[src/rtl/uart_top_if.sv]
// rtl/uart_top_if.sv - host handshake, status flags and serial lines of the UART
interface uart_top_if;
   logic [7:0] in_w_data;
   logic       in_valid;
   logic       out_BUSY;
   logic       out_signal;
   logic       in_signal;
   logic       in_RXNE_clear;
   logic [7:0] out_word;
   logic       out_RXNE;
   logic       out_Rx_ORE;

   modport master (
      output in_w_data, in_valid, in_signal, in_RXNE_clear,
      input  out_BUSY, out_signal, out_word, out_RXNE, out_Rx_ORE
   );

   modport slave (
      input  in_w_data, in_valid, in_signal, in_RXNE_clear,
      output out_BUSY, out_signal, out_word, out_RXNE, out_Rx_ORE
   );
endinterface

[src/rtl/uart_top.sv]
// rtl/uart_top.sv - 8N1 UART transceiver with independent TX and RX FSMs
// and an RXNE/ORE status pair on the receive side.
module uart_top #(
   parameter int CLK_FREQ_HZ  = 12_000_000,
   parameter int BAUD         = 115_200,
   parameter int CLKS_PER_BIT = CLK_FREQ_HZ / BAUD
) (
   input  logic       clk,
   input  logic       i_reset,
   uart_top_if.slave  bus
);
   localparam int CW = $clog2(CLKS_PER_BIT + 1);
   localparam logic [CW-1:0] BIT_LAST  = CW'(CLKS_PER_BIT - 1);
   localparam logic [CW-1:0] HALF_LAST = CW'(CLKS_PER_BIT / 2 - 1);
   localparam logic [CW-1:0] CNT_ONE   = CW'(1);

   typedef enum logic [1:0] {S_IDLE, S_START, S_DATA, S_STOP} state_t;

   state_t        tx_state;
   logic [CW-1:0] tx_cnt;
   logic [2:0]    tx_idx;
   logic [7:0]    tx_shift;

   always_ff @(posedge clk) begin
      if (i_reset) begin
         tx_state       <= S_IDLE;
         tx_cnt         <= '0;
         tx_idx         <= '0;
         tx_shift       <= '0;
         bus.out_signal <= 1'b1;
         bus.out_BUSY   <= 1'b0;
      end else begin
         case (tx_state)
            S_IDLE: begin
               if (bus.in_valid) begin
                  tx_shift       <= bus.in_w_data;
                  tx_cnt         <= '0;
                  bus.out_signal <= 1'b0;
                  bus.out_BUSY   <= 1'b1;
                  tx_state       <= S_START;
               end
            end
            S_START: begin
               if (tx_cnt == BIT_LAST) begin
                  tx_cnt         <= '0;
                  tx_idx         <= '0;
                  bus.out_signal <= tx_shift[0];
                  tx_shift       <= {1'b0, tx_shift[7:1]};
                  tx_state       <= S_DATA;
               end else begin
                  tx_cnt <= tx_cnt + CNT_ONE;
               end
            end
            S_DATA: begin
               if (tx_cnt == BIT_LAST) begin
                  tx_cnt <= '0;
                  if (tx_idx == 3'd7) begin
                     bus.out_signal <= 1'b1;
                     tx_state       <= S_STOP;
                  end else begin
                     tx_idx         <= tx_idx + 3'd1;
                     bus.out_signal <= tx_shift[0];
                     tx_shift       <= {1'b0, tx_shift[7:1]};
                  end
               end else begin
                  tx_cnt <= tx_cnt + CNT_ONE;
               end
            end
            S_STOP: begin
               // BUSY drops together with the end of the stop bit so the
               // next request is taken on the very first idle cycle.
               if (tx_cnt == BIT_LAST) begin
                  tx_cnt       <= '0;
                  bus.out_BUSY <= 1'b0;
                  tx_state     <= S_IDLE;
               end else begin
                  tx_cnt <= tx_cnt + CNT_ONE;
               end
            end
            default: tx_state <= S_IDLE;
         endcase
      end
   end

   state_t        rx_state;
   logic [CW-1:0] rx_cnt;
   logic [2:0]    rx_idx;
   logic [7:0]    rx_shift;
   logic          rx_s1;
   logic          rx_s2;
   logic          stop_hit;

   assign stop_hit = (rx_state == S_STOP) && (rx_cnt == BIT_LAST) && rx_s2;

   always_ff @(posedge clk) begin
      if (i_reset) begin
         rx_state       <= S_IDLE;
         rx_cnt         <= '0;
         rx_idx         <= '0;
         rx_shift       <= '0;
         rx_s1          <= 1'b1;
         rx_s2          <= 1'b1;
         bus.out_word   <= '0;
         bus.out_RXNE   <= 1'b0;
         bus.out_Rx_ORE <= 1'b0;
      end else begin
         rx_s1 <= bus.in_signal;
         rx_s2 <= rx_s1;

         case (rx_state)
            S_IDLE: begin
               if (!rx_s2) begin
                  rx_cnt   <= '0;
                  rx_state <= S_START;
               end
            end
            S_START: begin
               // A line that is high again at mid start bit was a glitch.
               if (rx_cnt == HALF_LAST) begin
                  rx_cnt   <= '0;
                  rx_idx   <= '0;
                  rx_state <= rx_s2 ? S_IDLE : S_DATA;
               end else begin
                  rx_cnt <= rx_cnt + CNT_ONE;
               end
            end
            S_DATA: begin
               if (rx_cnt == BIT_LAST) begin
                  rx_cnt   <= '0;
                  rx_shift <= {rx_s2, rx_shift[7:1]};
                  if (rx_idx == 3'd7) rx_state <= S_STOP;
                  else                rx_idx   <= rx_idx + 3'd1;
               end else begin
                  rx_cnt <= rx_cnt + CNT_ONE;
               end
            end
            S_STOP: begin
               if (rx_cnt == BIT_LAST) begin
                  rx_cnt   <= '0;
                  rx_state <= S_IDLE;
               end else begin
                  rx_cnt <= rx_cnt + CNT_ONE;
               end
            end
            default: rx_state <= S_IDLE;
         endcase

         // A clear coinciding with a good stop bit frees the slot for the new byte.
         if (stop_hit && (!bus.out_RXNE || bus.in_RXNE_clear)) begin
            bus.out_word   <= rx_shift;
            bus.out_RXNE   <= 1'b1;
            bus.out_Rx_ORE <= 1'b0;
         end else if (bus.in_RXNE_clear) begin
            bus.out_RXNE   <= 1'b0;
            bus.out_Rx_ORE <= 1'b0;
         end else if (stop_hit) begin
            bus.out_Rx_ORE <= 1'b1;
         end
      end
   end
endmodule

[src/flat_wrapper.sv]
// flat-port wrapper written by rule: the top's interface ports become plain ports
module uart_top_flat 
#(
   parameter int CLK_FREQ_HZ  = 12_000_000,
   parameter int BAUD         = 115_200,
   parameter int CLKS_PER_BIT = CLK_FREQ_HZ / BAUD
)
  (clk, i_reset, bus_in_w_data, bus_in_valid, bus_in_signal, bus_in_RXNE_clear, bus_out_BUSY, bus_out_signal, bus_out_word, bus_out_RXNE, bus_out_Rx_ORE);
  uart_top_if bus_i ();
  input  logic clk;
  input  logic i_reset;
  input wire logic [$bits(bus_i.in_w_data)-1:0] bus_in_w_data;
  input wire logic [$bits(bus_i.in_valid)-1:0] bus_in_valid;
  input wire logic [$bits(bus_i.in_signal)-1:0] bus_in_signal;
  input wire logic [$bits(bus_i.in_RXNE_clear)-1:0] bus_in_RXNE_clear;
  output wire logic [$bits(bus_i.out_BUSY)-1:0] bus_out_BUSY;
  output wire logic [$bits(bus_i.out_signal)-1:0] bus_out_signal;
  output wire logic [$bits(bus_i.out_word)-1:0] bus_out_word;
  output wire logic [$bits(bus_i.out_RXNE)-1:0] bus_out_RXNE;
  output wire logic [$bits(bus_i.out_Rx_ORE)-1:0] bus_out_Rx_ORE;
  assign bus_i.in_w_data = bus_in_w_data;
  assign bus_i.in_valid = bus_in_valid;
  assign bus_i.in_signal = bus_in_signal;
  assign bus_i.in_RXNE_clear = bus_in_RXNE_clear;
  assign bus_out_BUSY = bus_i.out_BUSY;
  assign bus_out_signal = bus_i.out_signal;
  assign bus_out_word = bus_i.out_word;
  assign bus_out_RXNE = bus_i.out_RXNE;
  assign bus_out_Rx_ORE = bus_i.out_Rx_ORE;
  uart_top #(.CLK_FREQ_HZ(CLK_FREQ_HZ), .BAUD(BAUD), .CLKS_PER_BIT(CLKS_PER_BIT)) u_core (.clk(clk), .i_reset(i_reset), .bus(bus_i));
endmodule
[config.mk]
export PLATFORM = sky130hd
export DESIGN_NAME = uart_top_flat
export DESIGN_NICKNAME = d
export VERILOG_FILES = /design/src/rtl/uart_top_if.sv /design/src/rtl/uart_top.sv /design/src/flat_wrapper.sv
export SDC_FILE = /design/constraint.sdc
export NUM_CORES = 1
export LEC_CHECK = 0
export CAP_MARGIN = 10
export CELL_PAD_IN_SITES_DETAIL_PLACEMENT = 1
export CELL_PAD_IN_SITES_GLOBAL_PLACEMENT = 1
export CORE_UTILIZATION = 43
export CTS_CLUSTER_SIZE = 40
export DETAILED_ROUTE_END_ITERATION = 7
export HOLD_SLACK_MARGIN = 0.02
export PLACE_DENSITY_LB_ADDON = 0.1
export SETUP_SLACK_MARGIN = 0.2
export SYNTH_ARGS = -nofsm -noshare
export SYNTH_HDL_FRONTEND = slang
export SYNTH_SLANG_ARGS = --single-unit
[constraint.sdc]
create_clock -name clk -period 2 [get_ports clk]
set_input_delay 0.4 -clock clk [delete_from_list [all_inputs] [get_ports clk]]
set_output_delay 0.4 -clock clk [all_outputs]
set_load 0.05 [all_outputs]
# ---- Yosys cells after proc, flatten, opt, wreduce, memory -nomap -nowiden
# Cells that the tools add are included.
dict set report word_totals {
  register_bits 54
  out_inout_bits 12
  word_cells 108
}
dict set report op_classes {
  addsub 4
  eq_ne 23
  n_mux 43
  reduce_logical 23
}
# operator n
set op_table {}
lappend op_table {{$mux 7} 5}
lappend op_table {{$mux 8} 4}
lappend op_table {{$pmux 8 s3} 1}
lappend op_table {{$mux 2} 11}
lappend op_table {{$pmux 7 s3} 1}
lappend op_table {{$mux 3} 6}
lappend op_table {{$pmux 2 s4} 2}
lappend op_table {{$reduce_and 5->1} 3}
lappend op_table {{$add 7x1->7 const B} 2}
lappend op_table {{$eq 7x7->1 const B} 2}
lappend op_table {{$ne 2x1->1 const B} 7}
lappend op_table {{$pmux 7 s2} 1}
lappend op_table {{$pmux 3 s2} 2}
lappend op_table {{$reduce_and 4->1} 3}
lappend op_table {{$ne 2x2->1 const B} 5}
lappend op_table {{$eq 2x2->1 const B} 4}
lappend op_table {{$mux 1} 8}
lappend op_table {{$reduce_bool 2->1} 4}
lappend op_table {{$eq 7x6->1 const B} 1}
lappend op_table {{$add 3x1->3 const B} 2}
lappend op_table {{$eq 3x3->1 const B} 2}
lappend op_table {{$reduce_or 3->1} 2}
lappend op_table {{$eq 2x1->1 const B} 2}
lappend op_table {{$logic_not 2->1} 2}
lappend op_table {{9 further kinds} 11}

# ---- Longest topological paths before layout
dict set report depth {
  depth_word 5
  ltp_mapped 8
  depth_no_buf 6
}

# ---- Least setup slack after synthesis
# No wires, ideal clock.
dict set report synth_timing {
  path_type {flip-flop to flip-flop}
  startpoint {reg u_core.tx_state[0]}
  endpoint {reg u_core.bus.out_signal}
  setup_time_ps 114
  arrival_ps 1609
  required_ps 1886
  setup_slack_ps 277
  stages_incl_launch_ff 9
  synth_period_minus_slack_ps 1723
  cell_sequence {dfxtp_1 > inv_1 > ha_1 > nor2b_1 > clkbuf_1 > a211oi_1 > buf_2 > nand3_1 > a21o_1}
}
dict set report synth_between {
  elab_chain_cells 3
  elab_cells_between_ends 9
  classes_between {eq/ne: 5; mux: 1; reduce/logical: 3}
}
# element line
set synth_rtl {}
lappend synth_rtl {{start: declaration} uart_top.sv:19} ;# state_t tx_state;
lappend synth_rtl {{start signal: assignment} uart_top.sv:26} ;# tx_state <= S_IDLE;
lappend synth_rtl {{start signal: assignment} uart_top.sv:40} ;# tx_state <= S_START;
lappend synth_rtl {{start signal: assignment} uart_top.sv:49} ;# tx_state <= S_DATA;
lappend synth_rtl {{$eq 2x2->1 (tied with other cells)} uart_top.sv:33} ;# case (tx_state)
lappend synth_rtl {{$ne 2x1->1 (no source line) (tied with other cells)} --}
lappend synth_rtl {{$reduce_and 4->1 (no source line)} --}
lappend synth_rtl {{end signal: assignment} uart_top.sv:47} ;# bus.out_signal <= tx_shift[0];
lappend synth_rtl {{end signal: assignment} uart_top.sv:62} ;# bus.out_signal <= tx_shift[0];
lappend synth_rtl {{end: declaration} uart_top_if.sv:20} ;# output out_BUSY, out_signal, out_word, out_RXNE, out_Rx_ORE
# Parallel ways exist; a longest one is shown, timed or not.
# A chain may end at the register's enable or synchronous reset.

# ---- Final worst setup path
dict set report layout_timing {
  startpoint {reg u_core.rx_cnt[0]}
  endpoint {reg u_core.bus.out_Rx_ORE}
}
dict set report layout_between {
  elab_chain_cells 5
}
# element line
set layout_rtl {}
lappend layout_rtl {{start: declaration} uart_top.sv:86} ;# logic [CW-1:0] rx_cnt;
lappend layout_rtl {{start signal: assignment} uart_top.sv:124} ;# rx_cnt <= rx_cnt + CNT_ONE;
lappend layout_rtl {{start signal: assignment} uart_top.sv:134} ;# rx_cnt <= rx_cnt + CNT_ONE;
lappend layout_rtl {{start signal: assignment} uart_top.sv:142} ;# rx_cnt <= rx_cnt + CNT_ONE;
lappend layout_rtl {{$eq 7x7->1 (*)} uart_top.sv:93} ;# assign stop_hit = (rx_state == S_STOP) && (rx_cnt == BIT_LAST) && rx_s2;
lappend layout_rtl {{$logic_and 1x1->1 (*) (2 in a row)} uart_top.sv:93}
lappend layout_rtl {{$logic_and 1x1->1} uart_top.sv:149} ;# if (stop_hit && (!bus.out_RXNE || bus.in_RXNE_clear)) begin
lappend layout_rtl {{$reduce_or 3->1 (no source line)} --}
lappend layout_rtl {{end signal: assignment} uart_top.sv:152} ;# bus.out_Rx_ORE <= 1'b0;
lappend layout_rtl {{end signal: assignment} uart_top.sv:155} ;# bus.out_Rx_ORE <= 1'b0;
lappend layout_rtl {{end signal: assignment} uart_top.sv:157} ;# bus.out_Rx_ORE <= 1'b1;
lappend layout_rtl {{end: declaration} uart_top_if.sv:20}
# Mark *: on every way between the ends. The rest lies on a longest branch, timed or not.

==> summary.md <==
| Metric | Value |
|---|---|
| Critical path's top delay family | `simple AND/OR/NAND/NOR gates` |
| CTS Buffer Depth | `2` |
| Antenna viol nets, final | `0` |
| Worst Setup End Kind | `flip-flop` |
| Leak | `0.00125 uW` |
| First-pass GRT wire length | `10200 um` |
| P_int | `2150 uW` |
| DR pass1 iterations | `4` |
| Antenna Cells | `0` |
| Post-synth design cell area | `0.00269 sq mm` |
| Min Tclk post-route | `1710 ps` |
| Reg power frac | `39.1%` |
| Hold Path Cell Cnt | `2` |
| Synth Warn # | `0` |
| Placed inst area | `between 0.003 and 0.004 sq mm` |
| Sequential share of the synthesized area | `40.2%` |
| Post-CTS Hold Fix Bufs | `0` |
| Hold/Removal Path Class | `in2reg` |
| Layout area overhead | `20.2%` |
| Final Hold Viols | `0` |
| Synth cell types | `between 50 and 60` |
| CP Max Fanout | `4` |
| VDD IR-drop max | `0.000529 V` |
| Largest cells by area after synthesis | `dfxtp_1, mux2i_1, a21oi_1, ha_1, nor2_1` |
| Routability Congestion | `0.738` |
| Root Buffer | `clkbuf_8` |
| # DRC | `0` |
| CP bufs+invs | `0` |
| Post-synth ARST share | `0%` |
| Max-slew headroom | `between 60% and 70%` |
| Final setup fails | `0` |
| CTS tree | `yes` |
| Total clock sinks | `54` |
| Setup TNS | `0 ps` |
| Share of layout cells above drive strength 1 | `15.8%` |
| Slowest cell on the critical path | `or3_1` |
| PortBufs | `24` |
| Max Fclk | `a little under 600 MHz` |
| Number of flops mapped to enable cells by yosys | `0` |
| Die Y-Extent | `between 80 and 90 um` |
| Global route overflow | `0` |
| GRT Util Overall | `19.7%` |
| Die X | `81.0 um` |
| Worst path depth | `4` |
| H-tree levels | `2` |
| Clk slew on worst S/H paths | `100 ps` |
| R2R depth | `4` |
| Initial core utilization | `44.8%` |
| Status | `finished clean` |
| Psw | `between 1000 and 1500 uW` |
| Tcrit/Tclk final | `85.7%` |
| Final instance area | `0.00323 sq mm` |
| Worst Path Required | `2200 ps` |
| Worst Tran Pin Value | `about 500 ps` |
| Slew Viols, Final | `0` |
| Mean routed wirelength per cell | `15.4 um` |
| Row count | `28` |
| Clock buffer count from CTS | `5` |
| CP Class | `reg2reg` |
| Worst EP arrival | `~1900 ps` |
| Synth Net Count | `approximately 330` |
| Mean Syn Cell Area | `8.87 sq um` |
| Die area | `0.00657 sq mm` |
| RSZ-0062 raised after global routing | `false` |
| I/O Pins | `25` |
| Core area | `0.00599 sq mm` |
| Clk_skew | `7.72 ps` |
| Vias | `2309` |
| Power share of the clock group | `22.8%` |
| Nets@finish | `359` |
| Synth top area share | `just over 40%` |
| Largest net degree at the start of global routing | `18` |
| Via density | `5.62` |
| Dominant cell type by area after synthesis | `dfxtp_1` |
| Largest stage delay on the critical path | `between 400 and 500 ps` |
| Combinational Power Share | `between 30% and 40%` |
| Number of global-route vias before repair | `about 2200` |
| Layout fillers | `711` |
| Crit path cell chain | `ha_2, nand3b_4, or3_1, a2111oi_2` |
| Post-synth top flop | `dfxtp_1` |
| Synth Instances | `~300` |
| Worst skew pair latency | `just over 300 ps` |
| Total Wirelength | `about 6300 um` |
| Post-DP HPWL | `approximately 4400 um` |
| Maxcap violations | `0` |
| Startpoint types | `flip-flop` |
| Iter 0 DRT Violations | `between 80 and 90` |
| Sw Share | `between 30% and 40%` |
| #FFs+latches synth | `54` |
| Pwr dens | `1030 mW/mm^2` |
| Antenna violations before repair | `0` |
| Reg2Reg Setup Slack | `290 ps` |
-- repair_timing --
action                     in CTS  in global routing
gates resized for setup        15                 13
hold endpoints to repair        0                  0
gates cloned                    0                  1
setup endpoints to repair      18                 20
pin swaps                       0                  3
setup buffers                   0                  3
-- power by group through the flow --
stage,clock (uW),combinational [uW],sequential (uW)
2_1_floorplan,0,858,1340
3_3_place_gp,0,1200,1310
3_5_place_dp,0,1230,1310
4_1_cts,781,1230,1290
5_1_grt,810,1400,1320
6_report,761,1270,1300
-- metrics by stage --
stage	std cells	hold WS (ps)	total power [uW]	worst slack (ps)	utilization, %
final	411	428	3330	287	53.9
after global routing	411	436	3530	191	53.9
after CTS	407	426	3300	212	52.7
after detailed placement	399	409	2540	62.5	51.0
after global placement	399	403	2510	137	51.0
after floorplan	303	389	2200	277	-
-- worst paths after layout --
| check | startpoint | end |
|---|---|---|
| setup / recovery | u_core.rx_cnt[0] | u_core.bus.out_Rx_ORE |
| hold / removal | i_reset | u_core.rx_shift[7] |
| setup reg to reg | u_core.rx_cnt[0] | u_core.bus.out_Rx_ORE |
| hold reg to reg | u_core.rx_s1 | u_core.rx_s2 |
-- sequential cells by signal, indices dropped and copies added (netlist names), named ones only --
signal and cells:
u_core.rx_idx 3, u_core.bus.out_Rx_ORE 1, u_core.bus.out_RXNE 1, u_core.bus.out_signal 1
u_core.bus.out_BUSY 1, u_core.tx_idx 3, u_core.rx_s1 1, u_core.rx_state 1
u_core.bus.out_word 8, u_core.rx_s2 1, u_core.tx_cnt 7, u_core.tx_state 2
u_core.tx_shift 8, u_core.rx_cnt 7, u_core.rx_shift 8
-- cell type report --
type	count	area, sq um	area share (%)
multi-input cells	221	1540	47.7
clock inverters	3	43.8	1.36
well taps	75	93.8	2.91
flip-flops and latches	54	1080	33.6
inverters	10	37.5	1.16
clock buffers	5	68.8	2.13
repair buffers	43	360	11.2
-- placed cells by master, fill, tap and decap left out, drive strengths merged, types with 3 or more instances in the layout --
cell / n
a211oi: 9
a21oi: 31
and2: 4
and3: 3
buf: 20
clkbuf: 5
clkdlybuf4s50: 11
dfxtp: 54
dlygate4sd2: 12
ha: 11
inv: 11
mux2i: 24
nand2: 20
nand2b: 5
nand3: 13
nand3b: 4
nand4: 4
nor2: 28
nor2b: 3
nor3: 4
nor3b: 3
o21ai: 19
o221ai: 4
o41ai: 3
or3: 3
-- kinds of logic (layout without fill, tap and decap cells) --
logic type	after synthesis	in the layout	synth area share (%)
xor gates and xnor gates	2	2	0.652
DFF	54	54	40.2
muxes	24	24	8.94
buffers and inverters	28	61	4.38
and+or+nand+nor	106	106	22.2
AOI/OAI and AO/OA	78	78	18.4
adders and majority gates	11	11	5.12
-- cells in the mapped netlist, drive strengths merged (3+ instances only) --
| master | number |
|---|---|
| and2 | 4 |
| nor3b | 3 |
| o221ai | 4 |
| clkbuf | 9 |
| o21ai | 19 |
| nand2b | 5 |
| a211oi | 9 |
| inv | 10 |
| a21oi | 31 |
| buf | 9 |
| nand3 | 13 |
| dfxtp | 54 |
| ha | 11 |
| nand3b | 4 |
| o41ai | 3 |
| and3 | 3 |
| mux2i | 24 |
| nor3 | 4 |
| or3 | 3 |
| nand4 | 4 |
| nor2 | 28 |
| nor2b | 3 |
| nand2 | 20 |
-- routing by layer --
layer  vias to the layer above  track usage (%)  wire length, um
met5                         -                0                0
met2                        29             31.6             2930
met4                         0             7.68               67
li1                       1156                -                -
met1                      1117             26.5             3160
met3                         7             3.15              158
Note: power is estimated with default switching activity, not from simulation.
